===== config.mk =====
export PLATFORM = sky130hd
export DESIGN_NAME = gate_seq_ctrl
export DESIGN_NICKNAME = d
export VERILOG_FILES = /design/src/rtl/gate_seq_ctrl.sv
export SDC_FILE = /design/constraint.sdc
export NUM_CORES = 1
export LEC_CHECK = 0
export CORE_MARGIN = 5
export CORE_UTILIZATION = 57
export DETAILED_ROUTE_END_ITERATION = 10
export HOLD_SLACK_MARGIN = 0.06
export PLACE_DENSITY_LB_ADDON = 0.05
export REMOVE_ABC_BUFFERS = 1
export SLEW_MARGIN = 30
export SYNTH_ARGS = -nofsm -noshare
export SYNTH_HDL_FRONTEND = slang
export SYNTH_SLANG_ARGS = --single-unit

===== constraint.sdc =====
create_clock -name clk -period 3.6 [get_ports clk]
set_clock_uncertainty 0.15 [all_clocks]
set_input_delay 0.36 -clock clk [delete_from_list [all_inputs] [get_ports clk]]
set_output_delay 0.36 -clock clk [all_outputs]
set_load 0.1 [all_outputs]

===== src/rtl/gate_seq_ctrl.sv =====
// ---------------------------------------------------------------------------
// gate_seq_ctrl
// Sweeps the 3-input delay gate through all eight input vectors, holding
// each one for SETTLE cycles, samples the gate output at the end of every
// window and builds an 8-bit truth table that is compared with an expected
// table latched at start.
//
// Parameters
//   SETTLE   cycles each vector is held before y_in is sampled (1..255)
//
// Ports
//   clk      in   system clock, rising edge
//   rst_n    in   asynchronous active-low reset
//   start    in   run request, accepted in IDLE or DONE
//   exp_tt   in   expected truth table, latched on accepted start
//   y_in     in   output of the gate under test
//   a,b,c    out  registered gate inputs, vector index {a,b,c} (c = LSB)
//   busy     out  sweep in progress
//   done     out  one-cycle pulse when the sweep completes
//   truth    out  sampled truth table, truth[i] = y for vector i
//   match    out  truth == latched exp_tt, valid from done to next start
//   glitch   out  glitch[i]: y toggled inside the window of vector i
//
// Build option
//   GATE_SEQ_GLITCH_CHECK_EN  when defined, y_in is tracked every RUN cycle
//                             and in-window toggles set sticky glitch bits;
//                             otherwise glitch is tied to 8'h00.
//
// States
//   state | meaning
//   IDLE  | waiting for start, results held
//   RUN   | sweeping vectors 0..7
//   DONE  | one-cycle completion pulse, may re-accept start
// ---------------------------------------------------------------------------
module gate_seq_ctrl #(
    parameter int SETTLE = 4
) (
    input  logic       clk,
    input  logic       rst_n,
    input  logic       start,
    input  logic [7:0] exp_tt,
    input  logic       y_in,
    output logic       a,
    output logic       b,
    output logic       c,
    output logic       busy,
    output logic       done,
    output logic [7:0] truth,
    output logic       match,
    output logic [7:0] glitch
);

    localparam logic [1:0] ST_IDLE = 2'd0;
    localparam logic [1:0] ST_RUN  = 2'd1;
    localparam logic [1:0] ST_DONE = 2'd2;

    localparam logic [7:0] CNT_LOAD = 8'(SETTLE - 1);

    logic [1:0] r_state;
    logic [2:0] r_vec;
    logic [7:0] r_cnt;
    logic [7:0] r_exp;
    logic [7:0] r_truth;
    logic       r_match;
    logic [2:0] r_abc;
    logic       r_busy;
    logic       r_done;

    logic       w_accept;
    logic       w_last;
    logic [7:0] w_truth_nxt;

    // start is honoured everywhere except during the sweep itself
    assign w_accept = start && (r_state != ST_RUN);
    assign w_last   = (r_cnt == 8'd0);

    // truth table including this cycle's sample, so match can be resolved
    // on the same edge that enters DONE
    always_comb begin
        w_truth_nxt = r_truth;
        if (r_state == ST_RUN && w_last) begin
            w_truth_nxt[r_vec] = y_in;
        end
    end

    always_ff @(posedge clk or negedge rst_n) begin
        if (!rst_n) begin
            r_state <= ST_IDLE;
            r_vec   <= 3'd0;
            r_cnt   <= 8'd0;
            r_exp   <= 8'h00;
            r_truth <= 8'h00;
            r_match <= 1'b0;
            r_abc   <= 3'd0;
            r_busy  <= 1'b0;
            r_done  <= 1'b0;
        end else if (w_accept) begin
            r_state <= ST_RUN;
            r_exp   <= exp_tt;
            r_truth <= 8'h00;
            r_match <= 1'b0;
            r_vec   <= 3'd0;
            r_cnt   <= CNT_LOAD;
            r_abc   <= 3'd0;
            r_busy  <= 1'b1;
            r_done  <= 1'b0;
        end else begin
            case (r_state)
                ST_RUN: begin
                    r_truth <= w_truth_nxt;
                    if (!w_last) begin
                        r_cnt <= r_cnt - 8'd1;
                    end else if (r_vec == 3'd7) begin
                        r_state <= ST_DONE;
                        r_busy  <= 1'b0;
                        r_done  <= 1'b1;
                        r_abc   <= 3'd0;
                        r_match <= (w_truth_nxt == r_exp);
                    end else begin
                        r_vec <= r_vec + 3'd1;
                        r_abc <= r_vec + 3'd1;
                        r_cnt <= CNT_LOAD;
                    end
                end
                ST_DONE: begin
                    r_state <= ST_IDLE;
                    r_done  <= 1'b0;
                end
                default: begin
                    r_state <= ST_IDLE;
                    r_done  <= 1'b0;
                    r_busy  <= 1'b0;
                end
            endcase
        end
    end

`ifdef GATE_SEQ_GLITCH_CHECK_EN
    logic       r_y_prev;
    logic [7:0] r_glitch;

    // The first cycle of a window (counter still at its load value) is
    // never compared: the vector just changed, so a transition is expected.
    always_ff @(posedge clk or negedge rst_n) begin
        if (!rst_n) begin
            r_y_prev <= 1'b0;
            r_glitch <= 8'h00;
        end else if (w_accept) begin
            r_glitch <= 8'h00;
        end else if (r_state == ST_RUN) begin
            r_y_prev <= y_in;
            if (r_cnt != CNT_LOAD && y_in != r_y_prev) begin
                r_glitch[r_vec] <= 1'b1;
            end
        end
    end

    assign glitch = r_glitch;
`else
    assign glitch = 8'h00;
`endif

    assign {a, b, c} = r_abc;
    assign busy      = r_busy;
    assign done      = r_done;
    assign truth     = r_truth;
    assign match     = r_match;

endmodule


Word level (Yosys, flattened, before mapping)
Index checks and enable logic that the tools add are counted.
Widths: inputs -> output; s select.
{"block": "op_classes", "n_addsub": 2, "order_cmp": 2, "n_eq_ne": 10, "n_mux": 34, "reduce_logical": 13}
{"op": "$mux 8", "n": 7}
{"op": "$mux 3", "n": 8}
{"op": "$mux 1", "n": 12}
{"op": "$reduce_and 3->1", "n": 3}
{"op": "$bwmux 8", "n": 1}
{"op": "$eq 8x8->1", "n": 1}
{"op": "$logic_not 8->1", "n": 1}
{"op": "$mux 2", "n": 4}
{"op": "$sub 8x1->8 const B", "n": 1}
{"op": "$ne 3x3->1 const B", "n": 2}
{"op": "$reduce_and 2->1", "n": 3}
{"op": "$reduce_bool 2->1", "n": 3}
{"op": "$lt 3x4->1 const B", "n": 1}
{"op": "$ne 2x2->1 const B", "n": 2}
{"op": "$add 3x1->3 const B", "n": 1}
{"op": "$demux 1 s3", "n": 1}
{"op": "$eq 3x3->1 const B", "n": 1}
{"op": "$ge 3x1->1 const B", "n": 1}
{"op": "$logic_and 1x1->1", "n": 3}
{"op": "$ne 3x2->1 const B", "n": 1}
{"op": "$eq 2x1->1 const B", "n": 1}
{"op": "$eq 2x2->1 const B", "n": 1}
{"op": "$ne 2x1->1 const B", "n": 1}
{"op": "$pmux 1 s2", "n": 1}
{"block": "totals", "reg_bits": 35, "wordCells": 70}

Depth between registers and ports, before layout
Gate-level depths: netlist of the first run.
{"block": "depth", "depth_word": 11, "ltp_mapped": 9}

Least setup slack after synthesis of the first run
No wires, ideal clock.
{"block": "synth_path", "path_type": "register -> register", "from": "reg, netlist name done", "to": "reg r_abc[2]", "setup_time_ns": 0.120, "arrival_time_ns": 1.990, "required_ns": 3.330, "slack_ns": 1.340, "stages_incl_launch_ff": 7, "n_path_buf": 2, "cell_sequence": "dfrtp_1 > nand2b_1 > clkbuf_1 > nand2_1 > clkbuf_1 > nand3_1 > nand2_1"}
{"element": "end signal, assigned", "line_no": "121", "rtl": "r_abc <= r_vec + 3'd1;"}
{"element": "end, declared", "line_no": "65", "rtl": "logic [2:0] r_abc;"}

Worst setup path in the final report of the first run
{"block": "layout_path", "from": "reg r_cnt[0]", "to": "reg r_cnt[3]"}
{"block": "layout_between", "elab_chain_len": 4, "word_cells_on_any_way": 7}
{"element": "start, declared", "line_no": "61", "rtl": "logic [7:0] r_cnt;"}
{"element": "start signal, assigned", "line_no": "112", "rtl": "r_cnt <= r_cnt - 8'd1;"}
{"element": "$sub 8x1->8 / $logic_not 8->1 (equally long branches)", "line_no": "112, 75"}
{"element": "$mux 8", "line_no": "111", "rtl": "if (!w_last) begin"}
{"element": "$mux 8", "line_no": "108", "rtl": "case (r_state)"}
{"element": "$mux 8", "line_no": "97", "rtl": "end else if (w_accept) begin"}
Parallel ways exist; a longest one is shown, timed or not. The select of a mux whose other input is x is not followed.
A chain may end at the register's enable or synchronous reset.

==> flow_summary_export.csv, run 1 <==
group,metric,value,unit
global_route,grtUsageTotal,20.6,%
clock_network,htree_num_levels,2,
sta,tns,0,ns
global_route,grt_pass1_vias,1629,
die,die_h,69.4,um
power_and_ir_drop,p_sw,1.07,mW
global_route,grt_pass1_wl,7.75,mm
final_layout,diodes,0,
clock_network,cts_tree,"yes",
critical_path,path_cells,"inv_1 > ha_1 > nor3b_4 > nand3_1 > o21ai_0 > nor2_1",
critical_path,worst_setup_path_start_kind,"flip-flop",
power_and_ir_drop,power.density,894,nW/um^2
critical_path,r2r_cells,6,
synth,ys_seq_elements,34,
synth,synth-main-ff-cell,"dfrtp_1",
final_layout,final_cells,288,
sta,worst_hold_slack,0.265,ns
placement,dpl_worst_slack,1.18,ns
critical_path,slowest_stage,"o21ai_0",
synth,avgSynthCellArea,9.23,sq um
placement,placed_cells,280,
drt,drtAntennaViolNets,0,
synth,synth-edff-count,0,
sta,max_freq,408,MHz
final_layout,fillers,283,
sta,relSlewSlack,34.4,%
die,die_area,4820,sq um
die,coreArea,3390,sq um
clock_network,postCtsSetupBuffers,0,
final_layout,syn_to_final_growth,13.3,%
drt,via_count,1633,
final_layout,num-nets-final,257,
power_and_ir_drop,ir_worst_vdd,0.000814,V
global_route,grt.overflow.total,0,
drt,wire_per_inst,16.7,um
sta,worst_slew_pin_slew,0.980,ns
critical_path,worstSetupPathType,"flip-flop to flip-flop",
sta,min_period,2.45,ns
sta,setup_viol,0,
critical_path,max_stage_delay,0.52,ns
drt,drc,0,
clock_network,clock_latency,0.35,ns
clock_network,ctsHoldBuffers,0,
placement,routabilityCongestion,0.976,
clock_network,clockBufferDepth,2,
critical_path,end_kind,"flip-flop",
global_route,grt_max_degree,35,
die,die_x,69.4,um
drt,first_pass_iters,7,
sta,setup_ws,1.15,ns
power_and_ir_drop,internal-power,0.971,mW
synth,yosysWarnings,0,
critical_path,critPathMaxFanout,11,
final_layout,drive_gt1_share,8.26,%
worst_hold_path,hold_class,"input port to async pin",
sta,final-hold-violation-count,0,
power_and_ir_drop,seqPwrFrac,36.0,%
critical_path,rrSetupSlack,1.15,ns
sta,maxSlewViolCount,0,
global_route,grt_antenna_before_repair,0,
power_and_ir_drop,power.share.clock,11.1,%
power_and_ir_drop,total_power,2.04,mW
clock_network,clk_pin_slew,0.10,ns
placement,io_buffers,25,
clock_network,cts-root-buf,"clkbuf_4",
clock_network,cts_resized,0,
sta,period_share,68.1,%
power_and_ir_drop,power.share.combinational,52.8,%
synth,synthCells,218,
drt,drt-initial-drc-count,90,
critical_path,timing.rr.start,"r_cnt[0]",
status,status,"finished, final reports clean",
die,ios,34,
placement,place_area,2220,sq um
job,cap_violations,0,
placement,dp_hpwl,3.53,mm
sta,rsz0062_at_grt,"no",
drt,viasPerCell,5.67,
drt,finalWirelength,4.80,mm
final_layout,utilization,67.3,%
die,start_util,59.4,%
critical_path,crit_arrival,2.52,ns
power_and_ir_drop,p_sw_share,52.4,%
synth,synth_cell_types,52,
synth,syn_area,2010,sq um
synth,ys_seq_area_share,42.3,%
final_layout,final_area,2280,sq um
power_and_ir_drop,p_leak,1.01,nW
synth,ys_async_sr_fraction,100,%
die,num_rows,21,
critical_path,cp.required,3.67,ns
critical_path,r2r-end,"r_cnt[3]",
clock_network,cts_buffers,5,
clock_network,clock-sinks,34,
==> area by class of cell <==
| class | instances | area (sq um) | share of cell area (%) |
|---|---|---|---|
| Inverter | 7 | 26.3 | 1.15 |
| Clock buffer | 7 | 55.1 | 2.41 |
| Timing Repair Buffer | 26 | 258 | 11.3 |
| Sequential cell | 34 | 851 | 37.3 |
| Clock inverter | 1 | 5.00 | 0.219 |
| Tap cell | 46 | 57.6 | 2.52 |
| Multi-Input combinational cell | 167 | 1030 | 45.1 |
==> flip-flops by register name, indices dropped and copies added, names as in the netlist <==
register,flops
busy,1
done,1
match,1
r_abc,3
r_cnt,8
r_exp,8
r_state,1
r_vec,3
truth,8
==> synth_stat cells (2+ instances only) <==
master	number	area share, %
nor2b_1	2	0.62
inv_1	7	1.3
a21oi_1	7	1.7
nand2_1	34	6.3
nand2b_1	3	0.93
o41ai_1	2	0.87
and3b_1	2	0.87
clkbuf_1	4	0.75
o21ai_0	18	4.5
xnor2_1	6	2.6
dfrtp_1	34	42
nand4_1	5	1.6
ha_1	4	2.5
nor4_1	3	0.93
clkbuf_8	2	1.4
a32o_1	2	0.99
a31oi_1	2	0.62
nor2_1	18	3.4
and3_1	2	0.62
xor2_1	6	2.6
mux2i_1	7	3.5
nand3b_1	2	0.75
nand3_1	8	2.0
buf_4	8	3.0
nor3_1	3	0.75
==> cells by family (layout without fill, tap and decap cells) <==
kind of cell	after synthesis	in the layout	synth area share (%)
AOI/OAI and AO/OA	40	40	12.7
xor gates and xnor gates	12	12	5.22
adders and majority gates	4	4	2.49
buffers and inverters	24	41	7.96
DFF	34	34	42.3
muxes	7	7	3.48
other	1	8	0.186
and+or+nand+nor	96	96	25.7
==> how the worst max path moves through the flow <==
stage	startpoint	endpoint	slack (ns)	cells past startpoint
4_1_cts	done	done	1.14	1
2_1_floorplan	done	match	1.29	6
5_1_grt	r_cnt[1]	r_cnt[3]	0.92	6
6_report	r_cnt[0]	r_cnt[3]	1.15	6
3_3_place_gp	r_cnt[0]	match	1.31	8
3_5_place_dp	r_cnt[0]	r_cnt[3]	1.18	6
==> worst max-delay path: cells and delay by family (launching register included) <==
kind,cells,cell delay (ns)
buffers and inverters,1,0.11
AND/OR/NAND/NOR,3,0.92
AO/OA/AOI/OAI,1,0.52
adder cells (fa/ha/maj),1,0.19
flip-flops,1,0.44
==> layout by cell type, fill, tap and decap left out, types with 2 or more instances in the layout <==
master and n:
a31oi_1 2, a21oi_1 7, xor2_1 6, and3b_1 2, clkbuf_4 5, o21ai_0 18, nand3_1 8, dfrtp_1 34
nand2b_1 3, nor3_1 3, mux2i_1 7, nor2b_1 2, nor4_1 3, o41ai_1 2, ha_1 4, xnor2_1 6
and3_1 2, nor2_1 18, a32o_1 2, nand4_1 5, clkdlybuf4s50_1 25, conb_1 8, nand3b_1 2, nand2_1 34
inv_1 7
==> layer usage <==
metal / vias to the layer above / share of wire, % / global-route usage, %
met5: - / 0 / 0
met4: 0 / 2.2 / 9.98
met3: 11 / 5.2 / 5.22
met2: 49 / 50 / 34.4
met1: 784 / 43 / 24.5
li1: 789 / - / -
==> power groups by stage <==
stage,clock network (mW),logic [mW],registers (mW)
2_1_floorplan,0,0.477,1.05
3_3_place_gp,0,1.06,0.730
3_5_place_dp,0,1.08,0.742
4_1_cts,0.231,1.08,0.733
5_1_grt,0.251,1.14,0.759
6_report,0.227,1.08,0.734
(Power assumes the default switching activity.)
==> run 2: changes to the inputs <==
--- a/config.mk
+++ b/config.mk
@@ -6,7 +6,7 @@
 export NUM_CORES = 1
 export LEC_CHECK = 0
 export CORE_MARGIN = 5
-export CORE_UTILIZATION = 57
+export CORE_UTILIZATION = 48
 export DETAILED_ROUTE_END_ITERATION = 10
 export HOLD_SLACK_MARGIN = 0.06
 export PLACE_DENSITY_LB_ADDON = 0.05
==> constraint.sdc (replaced) <==
create_clock -name clk -period 2.1 [get_ports clk]
set_clock_uncertainty 0.15 [all_clocks]
set_input_delay 0.21 -clock clk [delete_from_list [all_inputs] [get_ports clk]]
set_output_delay 0.21 -clock clk [all_outputs]
set_load 0.1 [all_outputs]
==> flow_summary_export.csv, run 2 (same netlist as run 1, synthesis figures left out) <==
group,metric,value,unit
drt,via_count,1741,
critical_path,path_buf_inv,2,
clock_network,cts_buffers,5,
sta,rsz0062_at_grt,"yes",
critical_path,crit_top_cell,"nand4_1",
critical_path,cp.required,2.17,ns
die,die_h,74.8,um
sta,setup_viol,0,
critical_path,worstSetupPathType,"flip-flop to flip-flop",
sta,final-hold-violation-count,0,
clock_network,htree_num_levels,2,
die,start_util,50.0,%
die,ios,34,
placement,routabilityCongestion,0.900,
critical_path,r2r_cells,9,
clock_network,clockBufferDepth,2,
power_and_ir_drop,power.density,1510,nW/um^2
critical_path,critPathMaxFanout,5,
critical_path,path_cells,"inv_2 > ha_4 > nor3b_4 > buf_6 > nand4_1 > mux2i_1 > a2bb2oi_1 > nand4_1 > o21ai_1",
drt,wire_per_inst,15.6,um
sta,min_period,2.02,ns
drt,drt-initial-drc-count,115,
die,num_rows,23,
final_layout,layout_common_cells,"38 x buf_4, 34 x nand2_1, 34 x dfrtp_1",
sta,maxSlewViolCount,0,
die,coreArea,4030,sq um
clock_network,cts-root-buf,"clkbuf_8",
drt,met2WireLength,2.43,mm
global_route,grtUsageTotal,19.6,%
drt,dr_wl_met3,257,um
critical_path,cp_num_cells,9,
global_route,grt_max_degree,35,
power_and_ir_drop,total_power,3.76,mW
critical_path,crit_arrival,2.08,ns
global_route,grt.overflow.total,0,
critical_path,slowest_stage,"dfrtp_1",
power_and_ir_drop,p_leak,1.17,nW
final_layout,final_cells,316,
critical_path,end_kind,"flip-flop",
critical_path,worst_setup_path_start_kind,"flip-flop",
critical_path,max_stage_delay,0.39,ns
power_and_ir_drop,p_sw,1.88,mW
final_layout,diodes,0,
die,die_area,5590,sq um
power_and_ir_drop,power.share.combinational,54.9,%
drt,drc,0,
placement,place_area,2330,sq um
clock_network,cts_tree,"yes",
power_and_ir_drop,ir_worst_vdd,0.000996,V
global_route,grt_pass1_wl,8.19,mm
final_layout,mostFrequentLayoutCell,"buf_4",
power_and_ir_drop,power.share.clock,13.4,%
global_route,grt_pass1_vias,1689,
final_layout,syn_to_final_growth,24.1,%
drt,viasPerCell,5.51,
drt,finalWirelength,4.92,mm
global_route,grt_antenna_before_repair,0,
power_and_ir_drop,p_sw_share,49.9,%
clock_network,clock-sinks,34,
sta,period_share,96.0,%
power_and_ir_drop,seqPwrFrac,31.6,%
sta,worst_hold_slack,0.182,ns
worst_hold_path,hold_class,"input port to async pin",
final_layout,utilization,62.0,%
drt,drtAntennaViolNets,0,
placement,placed_cells,303,
power_and_ir_drop,internal-power,1.88,mW
critical_path,critPathTopFamily,"simple AND/OR/NAND/NOR gates",
placement,dp_hpwl,3.56,mm
final_layout,final_area,2500,sq um
sta,max_freq,496,MHz
final_layout,drive_gt1_share,24.4,%
clock_network,clock_latency,0.29,ns
job,cap_violations,0,
status,status,"finished, final reports clean",
final_layout,num-nets-final,281,
drt,first_pass_iters,4,
drt,met1_length,2.15,mm
placement,io_buffers,25,
die,die_x,74.8,um
clock_network,ctsHoldBuffers,0,
drt,dr.max_layer_used,"met4",
clock_network,clk_pin_slew,0.07,ns
-- run 2: final cells by class --
class                           instances  area (sq um)
Inverter                                7          26.3
Fill cell                             372          1530
Tap cell                               50          62.6
Multi-Input combinational cell        167          1060
Sequential cell                        34           851
Clock inverter                          1          5.00
Timing Repair Buffer                   50           407
Clock buffer                            7          86.3
-- run 2: metrics by stage --
step	setup WS, ns	setup TNS [ns]
2_1_floorplan	-0.211	-1.54
4_1_cts	0.0136	0
6_report	0.0834	0
5_1_grt	-0.0592	-0.0842
3_5_place_dp	-0.0490	-0.0490
3_3_place_gp	0.0565	0
-- run 2: power by group through the flow --
stage,logic (mW),clock network [mW],registers (mW)
detailed placement,1.99,0,1.19
finish,2.07,0.506,1.19
CTS,2.00,0.515,1.18
global placement,1.95,0,1.18
global route,2.22,0.553,1.23
floorplan,0.818,0,1.81
-- run 2: worst paths after layout --
path / slack (ns) / to / from
worst max-delay path: 0.08 / match / r_cnt[0]
worst min-delay path: 0.18 / r_cnt[6] / rst_n
worst max register to register: 0.08 / match / r_cnt[0]
worst min register to register: 0.36 / r_exp[5] / r_exp[5]
max in group asynchronous: 1.30 / truth[1] / rst_n
min in group clk: 0.29 / r_exp[6] / exp_tt[6]
-- run 2: repair_timing --
item | CTS | global route
setup buffers | 0 | 5
gates resized for setup | 1 | 13
setup endpoints to repair | 2 | 12
pin swaps | 0 | 2
-- run 2: routing by layer --
metal / GRT usage (%) / vias to the layer above
li1: - / 840
met2: 31.1 / 47
met4: 8.10 / 0
met1: 25.3 / 845
met3: 5.34 / 9
met5: 0 / -
